==> src/rtl/apb_initiator_pkg.sv <==
// Shared types and constants for the APB initiator.
package apb_initiator_pkg;

   typedef enum logic [1:0] {
      IDLE   = 2'd0,
      SETUP  = 2'd1,
      ACCESS = 2'd2,
      RESP   = 2'd3
   } apb_state_e;

   localparam int TIMEOUT_CYCLES_DEFAULT = 256;

endpackage

==> src/rtl/apb_initiator_if.sv <==
// Core-side request/response and APB bus signals for the APB initiator.
// master: the initiator's view; slave: the view of whatever surrounds it.
interface apb_initiator_if #(
   parameter int APB_ADDR_WIDTH = 32,
   parameter int APB_DATA_WIDTH = 32
);
   logic                      req_i;
   logic [APB_ADDR_WIDTH-1:0] addr_i;
   logic                      we_i;
   logic [APB_DATA_WIDTH-1:0] wdata_i;
   logic                      gnt_o;
   logic                      rvalid_o;
   logic [APB_DATA_WIDTH-1:0] rdata_o;
   logic                      err_o;
   logic [APB_ADDR_WIDTH-1:0] paddr_o;
   logic [APB_DATA_WIDTH-1:0] pwdata_o;
   logic                      pwrite_o;
   logic                      psel_o;
   logic                      penable_o;
   logic [APB_DATA_WIDTH-1:0] prdata_i;
   logic                      pready_i;
   logic                      pslverr_i;

   modport master (
      input  req_i, addr_i, we_i, wdata_i, prdata_i, pready_i, pslverr_i,
      output gnt_o, rvalid_o, rdata_o, err_o, paddr_o, pwdata_o, pwrite_o,
             psel_o, penable_o
   );

   modport slave (
      output req_i, addr_i, we_i, wdata_i, prdata_i, pready_i, pslverr_i,
      input  gnt_o, rvalid_o, rdata_o, err_o, paddr_o, pwdata_o, pwrite_o,
             psel_o, penable_o
   );
endinterface

==> src/rtl/apb_init_wdog.sv <==
// ACCESS-phase watchdog: down-counter loaded during SETUP, decremented on
// every ACCESS cycle; expires on the TIMEOUT_CYCLES-th ACCESS cycle.
module apb_init_wdog
   import apb_initiator_pkg::*;
#(
   parameter int TIMEOUT_CYCLES = TIMEOUT_CYCLES_DEFAULT
) (
   input  logic clk_i,
   input  logic rst_ni,
   input  logic load_i,
   input  logic tick_i,
   output logic expired_o
);
   localparam int               CNT_W    = $clog2(TIMEOUT_CYCLES + 1);
   localparam logic [CNT_W-1:0] CNT_LOAD = CNT_W'(TIMEOUT_CYCLES);
   localparam logic [CNT_W-1:0] CNT_LAST = CNT_W'(1);

   logic [CNT_W-1:0] cnt_q;

   // reload at the start of each transfer, count down through ACCESS
   always_ff @(posedge clk_i or negedge rst_ni) begin
      if (!rst_ni) begin
         cnt_q <= '0;
      end else if (load_i) begin
         cnt_q <= CNT_LOAD;
      end else if (tick_i && (cnt_q != '0)) begin
         cnt_q <= cnt_q - CNT_LAST;
      end
   end

   assign expired_o = tick_i && (cnt_q == CNT_LAST);

endmodule

==> src/rtl/apb_initiator.sv <==
// APB initiator: turns single core-side requests into APB SETUP/ACCESS
// transfers and returns one response strobe per transfer.
// Optional ACCESS-phase timeout: define APB_INITIATOR_TIMEOUT_EN.
//
// state  | meaning
// IDLE   | bus idle, gnt_o follows req_i, request captured on grant
// SETUP  | psel=1 penable=0, one cycle
// ACCESS | psel=1 penable=1, waiting for pready (or timeout)
// RESP   | rvalid_o pulse with rdata_o/err_o, bus released
module apb_initiator
   import apb_initiator_pkg::*;
#(
   parameter int APB_ADDR_WIDTH = 32,
   parameter int APB_DATA_WIDTH = 32,
   parameter int TIMEOUT_CYCLES = TIMEOUT_CYCLES_DEFAULT
) (
   input  logic           clk_i,
   input  logic           rst_ni,
   apb_initiator_if.master bus
);
   apb_state_e                state_q;
   logic [APB_ADDR_WIDTH-1:0] paddr_q;
   logic [APB_DATA_WIDTH-1:0] pwdata_q;
   logic [APB_DATA_WIDTH-1:0] rdata_q;
   logic                      pwrite_q;
   logic                      psel_q;
   logic                      penable_q;
   logic                      rvalid_q;
   logic                      err_q;
   logic                      timeout_hit;

   if (TIMEOUT_CYCLES < 1) begin : g_timeout_range
      $error("TIMEOUT_CYCLES must be at least 1");
   end

`ifdef APB_INITIATOR_TIMEOUT_EN
   apb_init_wdog #(
      .TIMEOUT_CYCLES(TIMEOUT_CYCLES)
   ) u_wdog (
      .clk_i    (clk_i),
      .rst_ni   (rst_ni),
      .load_i   (state_q == SETUP),
      .tick_i   (state_q == ACCESS),
      .expired_o(timeout_hit)
   );
`else
   assign timeout_hit = 1'b0;
`endif

   assign bus.gnt_o = (state_q == IDLE) && bus.req_i;

   // transfer sequencer; pready takes priority over a coincident timeout
   always_ff @(posedge clk_i or negedge rst_ni) begin
      if (!rst_ni) begin
         state_q   <= IDLE;
         paddr_q   <= '0;
         pwdata_q  <= '0;
         rdata_q   <= '0;
         pwrite_q  <= 1'b0;
         psel_q    <= 1'b0;
         penable_q <= 1'b0;
         rvalid_q  <= 1'b0;
         err_q     <= 1'b0;
      end else begin
         case (state_q)
            IDLE: begin
               rvalid_q <= 1'b0;
               if (bus.req_i) begin
                  paddr_q  <= bus.addr_i;
                  pwrite_q <= bus.we_i;
                  pwdata_q <= bus.wdata_i;
                  psel_q   <= 1'b1;
                  state_q  <= SETUP;
               end
            end
            SETUP: begin
               penable_q <= 1'b1;
               state_q   <= ACCESS;
            end
            ACCESS: begin
               if (bus.pready_i || timeout_hit) begin
                  psel_q    <= 1'b0;
                  penable_q <= 1'b0;
                  rvalid_q  <= 1'b1;
                  state_q   <= RESP;
                  if (bus.pready_i) begin
                     rdata_q <= pwrite_q ? '0 : bus.prdata_i;
                     err_q   <= bus.pslverr_i;
                  end else begin
                     rdata_q <= '0;
                     err_q   <= 1'b1;
                  end
               end
            end
            default: begin
               rvalid_q <= 1'b0;
               state_q  <= IDLE;
            end
         endcase
      end
   end

   assign bus.paddr_o   = paddr_q;
   assign bus.pwdata_o  = pwdata_q;
   assign bus.pwrite_o  = pwrite_q;
   assign bus.psel_o    = psel_q;
   assign bus.penable_o = penable_q;
   assign bus.rvalid_o  = rvalid_q;
   assign bus.rdata_o   = rdata_q;
   assign bus.err_o     = err_q;

endmodule

==> src/flat_wrapper.sv <==
// flat-port wrapper written by rule: the top's interface ports become plain ports
module apb_initiator_flat import apb_initiator_pkg::*;
#(
   parameter int APB_ADDR_WIDTH = 32,
   parameter int APB_DATA_WIDTH = 32,
   parameter int TIMEOUT_CYCLES = TIMEOUT_CYCLES_DEFAULT
)
  (clk_i, rst_ni, bus_req_i, bus_addr_i, bus_we_i, bus_wdata_i, bus_prdata_i, bus_pready_i, bus_pslverr_i, bus_gnt_o, bus_rvalid_o, bus_rdata_o, bus_err_o, bus_paddr_o, bus_pwdata_o, bus_pwrite_o, bus_psel_o, bus_penable_o);
  apb_initiator_if #(.APB_ADDR_WIDTH(APB_ADDR_WIDTH), .APB_DATA_WIDTH(APB_DATA_WIDTH)) bus_i ();
  input  logic clk_i;
  input  logic rst_ni;
  input wire logic [$bits(bus_i.req_i)-1:0] bus_req_i;
  input wire logic [$bits(bus_i.addr_i)-1:0] bus_addr_i;
  input wire logic [$bits(bus_i.we_i)-1:0] bus_we_i;
  input wire logic [$bits(bus_i.wdata_i)-1:0] bus_wdata_i;
  input wire logic [$bits(bus_i.prdata_i)-1:0] bus_prdata_i;
  input wire logic [$bits(bus_i.pready_i)-1:0] bus_pready_i;
  input wire logic [$bits(bus_i.pslverr_i)-1:0] bus_pslverr_i;
  output wire logic [$bits(bus_i.gnt_o)-1:0] bus_gnt_o;
  output wire logic [$bits(bus_i.rvalid_o)-1:0] bus_rvalid_o;
  output wire logic [$bits(bus_i.rdata_o)-1:0] bus_rdata_o;
  output wire logic [$bits(bus_i.err_o)-1:0] bus_err_o;
  output wire logic [$bits(bus_i.paddr_o)-1:0] bus_paddr_o;
  output wire logic [$bits(bus_i.pwdata_o)-1:0] bus_pwdata_o;
  output wire logic [$bits(bus_i.pwrite_o)-1:0] bus_pwrite_o;
  output wire logic [$bits(bus_i.psel_o)-1:0] bus_psel_o;
  output wire logic [$bits(bus_i.penable_o)-1:0] bus_penable_o;
  assign bus_i.req_i = bus_req_i;
  assign bus_i.addr_i = bus_addr_i;
  assign bus_i.we_i = bus_we_i;
  assign bus_i.wdata_i = bus_wdata_i;
  assign bus_i.prdata_i = bus_prdata_i;
  assign bus_i.pready_i = bus_pready_i;
  assign bus_i.pslverr_i = bus_pslverr_i;
  assign bus_gnt_o = bus_i.gnt_o;
  assign bus_rvalid_o = bus_i.rvalid_o;
  assign bus_rdata_o = bus_i.rdata_o;
  assign bus_err_o = bus_i.err_o;
  assign bus_paddr_o = bus_i.paddr_o;
  assign bus_pwdata_o = bus_i.pwdata_o;
  assign bus_pwrite_o = bus_i.pwrite_o;
  assign bus_psel_o = bus_i.psel_o;
  assign bus_penable_o = bus_i.penable_o;
  apb_initiator #(.APB_ADDR_WIDTH(APB_ADDR_WIDTH), .APB_DATA_WIDTH(APB_DATA_WIDTH), .TIMEOUT_CYCLES(TIMEOUT_CYCLES)) u_core (.clk_i(clk_i), .rst_ni(rst_ni), .bus(bus_i));
endmodule
==> config.mk <==
export PLATFORM = sky130hd
export DESIGN_NAME = apb_initiator_flat
export DESIGN_NICKNAME = d
export VERILOG_FILES = /design/src/rtl/apb_initiator_pkg.sv /design/src/rtl/apb_initiator_if.sv /design/src/rtl/apb_init_wdog.sv /design/src/rtl/apb_initiator.sv /design/src/flat_wrapper.sv
export SDC_FILE = /design/constraint.sdc
export NUM_CORES = 1
export LEC_CHECK = 0
export BUFFER_PORTS_ARGS = -buffer_cell sky130_fd_sc_hd__buf_2
export CORE_MARGIN = 8
export CORE_UTILIZATION = 46
export CTS_CLUSTER_DIAMETER = 60
export CTS_CLUSTER_SIZE = 40
export DETAILED_ROUTE_END_ITERATION = 12
export GPL_TIMING_DRIVEN = 0
export PLACE_DENSITY_LB_ADDON = 0.3
export SLEW_MARGIN = 10
export SYNTH_ARGS = -nofsm -noshare
export SYNTH_HDL_FRONTEND = slang
export SYNTH_SLANG_ARGS = --single-unit
==> constraint.sdc <==
create_clock -name clk_i -period 1.98 [get_ports clk_i]
set_input_delay 0.198 -clock clk_i [delete_from_list [all_inputs] [get_ports clk_i]]
set_output_delay 0.198 -clock clk_i [all_outputs]
set_load 0.02 [all_outputs]
# --- After elaboration in Yosys (flattened, before gate mapping) ---
# Index checks and enable logic that the tools add are counted.
word_totals:
  register_bits: 103
  output_inout_bits: 102
  inputBits: 102
  word_cells: 34
classes:
  bitwise: 1
  n_eq_ne: 4
  n_mux: 10
  n_reduce_logical: 10
op_table:
  columns: ["operator", "n"]
  rows:
  - ["$mux 32", 1]
  - ["$reduce_and 2->1", 5]
  - ["$pmux 1 s2", 3]
  - ["$pmux 2 s3", 1]
  - ["$mux 2", 2]
  - ["$ne 2x2->1 const B", 2]
  - ["$reduce_bool 2->1", 2]
  - ["$mux 1", 3]
  - ["$reduce_and 3->1", 1]
  - ["$eq 2x1->1 const B", 1]
  - ["$eq 2x2->1 const B", 1]
  - ["$logic_not 2->1", 1]
  - ["$logic_and 1x1->1", 1]
  - ["$not 1->1", 1]

# --- Depth between registers and ports, before layout ---
depth:
  depth_word: 3
  mapped_depth: 7
  mapped_depth_nobuf: 5

# --- Least setup slack after synthesis ---
# OpenSTA, ideal clock, no wires.
synth_timing:
  path_type: "register to register"
  from: "register u_core.state_q[0]"
  to: "register u_core.paddr_q[0] (netlist: u_core.bus.paddr_o[0])"
  slack_ps: 438
  t_required_ps: 1855
  arrival_time_ps: 1417
  period_less_slack_ps: 1542
  setup_ps: 125
  n_path_buf: 2
  stages_incl_launch_ff: 7
  cell_sequence: "dfrtp_1 > inv_1 > ha_1 > and2_4 > buf_8 > buf_12 > mux2_4"
synth_via:
  elab_chain_len: 2
synth_rtl:
  columns: ["item", "line", "rtl"]
  rows:
  - ["start, declared", "apb_initiator.sv:21", "apb_state_e state_q;"]
  - ["start signal, assigned", "apb_initiator.sv:55", "state_q <= IDLE;"]
  - ["start signal, assigned", "apb_initiator.sv:73", "state_q <= SETUP;"]
  - ["start signal, assigned", "apb_initiator.sv:78", "state_q <= ACCESS;"]
  - ["$logic_not 2->1", "apb_initiator.sv:65", "case (state_q)"]
  - ["$reduce_and 2->1 (no line)", null, null]
  - ["end signal, assigned", "apb_initiator.sv:69", "paddr_q <= bus.addr_i;"]
  - ["end, declared", "apb_initiator.sv:22", "logic [APB_ADDR_WIDTH-1:0] paddr_q;"]
# Every way passes these cells.
# A chain may end at the register's enable or synchronous reset.

# --- Worst setup path after layout ---
layout_timing:
  from: "register u_core.state_q[0]"
  to: "output bus_gnt_o"
layout_via:
  elab_chain_len: 2
layout_rtl:
  columns: ["item", "line", "rtl"]
  rows:
  - ["$logic_not 2->1", "apb_initiator.sv:50", "assign bus.gnt_o = (state_q == IDLE) && bus.req_i;"]
  - ["$logic_and 1x1->1", "apb_initiator.sv:50", null]
  - ["end, declared", "flat_wrapper.sv:19", "output wire logic [$bits(bus_i.gnt_o)-1:0] bus_gnt_o;"]
# Every way passes these cells.

==> reports/qor.txt <==
Post-Syn Nets: 417
Unrepaired setup endpoints after global routing: no
Relative slew margins: 59.4%
CTS tree: yes
Share of post-route cells with drive strength above 1: 57.8%
Top_reg_cell synth: dfrtp_1
CP Cell Sequence: inv_2 -> ha_1 -> and2_4 -> buf_12 -> buf_12 -> buf_4
Nets@finish: 643
Most frequent cell after synthesis: dfrtp_1
# rows: 35
Syn Area/Cell: 14.0 µm²
Sw Pwr: 0.00396 W
Worst Path Arrival: 1.64 ns
Clock power share: 13.9%
Register bit total from synthesis: 103
Die H: 113 µm
Crit-path max cell delay: 0.40 ns
Die width: 113 µm
Worst setup EP type: output port
Worst-path clk slew: 0.10 ns
Area leader, netlist: dfrtp_1
Clock Sink Count: 103
Crit-path slowest cell: dfrtp_1
Cell family with the largest share of critical-path delay: buffers and inverters
Worst hold path type: in2reg
Startpoint types: register
Skew final: 0.0123 ns
Largest family of logic cells by synthesized area: multiplexers
Total Neg Setup Slack: 0 ns
Hold Fails Final Rpt: 0
Final global-route overflow total: 0
Crit-path most repeated cell: buf_12
Leakage: 3.01 nW
Status: completed
Synth Instances: 309
Worst EP required: 1.78 ns
Setup violators final: 0
Simple-Gate Fraction of Synth Area: 8.47%
Pwr Density: 1720 mW/mm²
Sw frac: 39.6%
Tcrit/Tclk final: 92.9%
Adder-Cell Fraction of Synth Area: 1.74%
Drc violations: 0
Synthesis-to-finish area growth: 34.6%
Synth top area cells: dfrtp_1 (60%), mux2_4 (14%), mux2_2 (7.3%), nand2b_1 (4.6%), o21ai_0 (3.8%)
Minimum clock period: 1.84 ns
DRT antenna net count: 0
GPL Wtd Cong: 0.766
WS Path Type: reg2out
Initial Util: 47.1%
Total Die Area: 0.0127 mm²
Post-synthesis mux area share: 21.4%
Tot Pwr: 0.0100 W
YS warnings: 0
DP Worst Slack: 0.301 ns
Vias in the first global route: 3424
Design Area, Final: 0.00581 mm²
Largest net degree at the start of global routing: 60
Vias per inst: 4.82
Internal power: 0.00605 W
Logic pwr share: 50.0%
WHS: 0.0635 ns
DR pass1 iterations: 4
I/O Buffers: 203
Clock Path Buffers: 2
Number of flops mapped to enable cells by yosys: 0
XOR/XNOR Fraction of Synth Area: 0%
DR iter-0 viols: 84
Commonest cells in the synthesized netlist: dfrtp_1 (103), mux2_4 (39), nand2_1 (35)
Worst Max-Slew Pin Slew: 0.610 ns
Initial antenna violation count: 1
Root Buffer: clkbuf_8
Max-cap violations: 0
Count of cell types in the netlist: 22
HPWL Detailed: 8640 µm
Final worst slack: 0.141 ns
Final Max Slew Viols: 0
Fraction of registers with async set/reset: 100%
Register area share after synthesis: 59.8%
Compound-Gate Fraction of Synth Area: 4.82%
Mapped Area: 0.00431 mm²
CTS H-tree lvls: 3
Worst vdd ir: 885 µV
Maximum net fanout on the critical path: 10
Routed len/inst: 17.4 µm
R2R Setup Slk: 0.28 ns
Num ports: 204
Core Region: 0.00915 mm²
Routed WL: 11300 µm
Worst Path Buf+Inv: 4
Vias: 3142
Number of CTS-inserted buffers: 9
Placed Area: 0.00550 mm²
First-pass GRT wire length: 17900 µm
Worst skew pair latency: 0.36 ns
Fmax: 544 MHz
Total GRT Usage: 17.7%
Top cell type's share of synthesized area: 59.8%
Sequential fraction of design power: 36.1%
-- worst register-to-register path: stages, from the launching register on --
cell	delay, ns
dfrtp_1	0.40
inv_2	0.07
buf_4	0.13
ha_1	0.24
nor2b_1	0.18
a21oi_1	0.21
mux2_2	0.36
-- final timing paths --
kind                                        start                      to  cells after the start
hold reg to reg            u_core.bus.rdata_o[29]  u_core.bus.rdata_o[29]                      2
max in group asynchronous                  rst_ni  u_core.bus.rdata_o[31]                      3
setup reg to reg                u_core.state_q[0]       u_core.state_q[1]                      6
setup / recovery                u_core.state_q[0]               bus_gnt_o                      6
hold / removal                     bus_addr_i[24]  u_core.bus.paddr_o[24]                      2
min in group asynchronous                  rst_ni  u_core.bus.paddr_o[10]                      2
-- registers in the layout, indices dropped and copies added (netlist names) --
| register | cells |
|---|---|
| u_core.bus.pwdata_o | 32 |
| u_core.bus.rvalid_o | 1 |
| u_core.bus.penable_o | 1 |
| u_core.bus.err_o | 1 |
| u_core.bus.psel_o | 1 |
| u_core.bus.rdata_o | 32 |
| u_core.state_q | 2 |
| u_core.bus.paddr_o | 32 |
| u_core.bus.pwrite_o | 1 |
-- metal layers --
metal  vias to the layer above  part of all wire, %  wire (µm)  track usage (%)
met3                        13                  7.5        846             6.07
met2                       122                   50       5720             29.8
li1                       1492                    -          -                -
met5                         -                    0          0                0
met4                         0                  1.6        182             5.94
met1                      1515                   41       4600             20.6
-- area by class of cell --
class	instances	area, µm²
inverter	3	11.3
antenna	1	2.50
multi-input combinational	186	1570
sequential	103	2580
clock buffer	11	151
tap	111	139
clock inverter	5	62.6
fill	740	3350
buffer	17	159
timing repair buffer	215	1130
-- stage by stage --
step	util, %	std cells
after global placement	59.7	623
final	63.4	652
after CTS	62.6	642
after floorplan	-	309
after global routing	63.4	652
after detailed placement	60.1	624
-- power by group through the flow --
stage / logic (W) / clock network (W) / registers (W)
4_1_cts: 0.00500 / 0.00145 / 0.00362
2_1_floorplan: 0.00206 / 0 / 0.00484
3_3_place_gp: 0.00487 / 0 / 0.00358
3_5_place_dp: 0.00494 / 0 / 0.00367
5_1_grt: 0.00538 / 0.00153 / 0.00374
6_report: 0.00500 / 0.00139 / 0.00361
-- logic make-up after synthesis --
kind of cell | after synthesis
flip-flops | 103
adder cells (fa/ha/maj) | 6
buffers and inverters | 20
AO/OA/AOI/OAI | 39
multiplexers | 69
AND/OR/NAND/NOR | 72
-- cells in the final DEF, fill, tap and decap left out, drive strengths merged --
cell type | Yosys | layout
a211oi | 2 | 2
a21oi | 1 | 1
and2 | 1 | 1
buf | 13 | 227
bufinv | 0 | 1
clkbuf | 4 | 15
clkinvlp | 0 | 2
dfrtp | 103 | 103
diode | 0 | 1
dlygate4sd3 | 0 | 1
ha | 6 | 6
inv | 3 | 5
mux2 | 67 | 67
mux2i | 2 | 2
nand2 | 35 | 35
nand2b | 32 | 32
nor2b | 4 | 4
o21ai | 33 | 33
o21bai | 1 | 1
o22a | 1 | 1
o22ai | 1 | 1
-- repair_timing --
action / in CTS / in global routing
endpoints found under the setup margin: 1 / 1
cloned: 0 / 0
hold buffers: 1 / 0
pin swaps: 0 / 0
buffers inserted: 1 / 9
hold endpoints to repair: 44 / 0
gates resized for setup: 2 / 2
(Power assumes the default switching activity.)
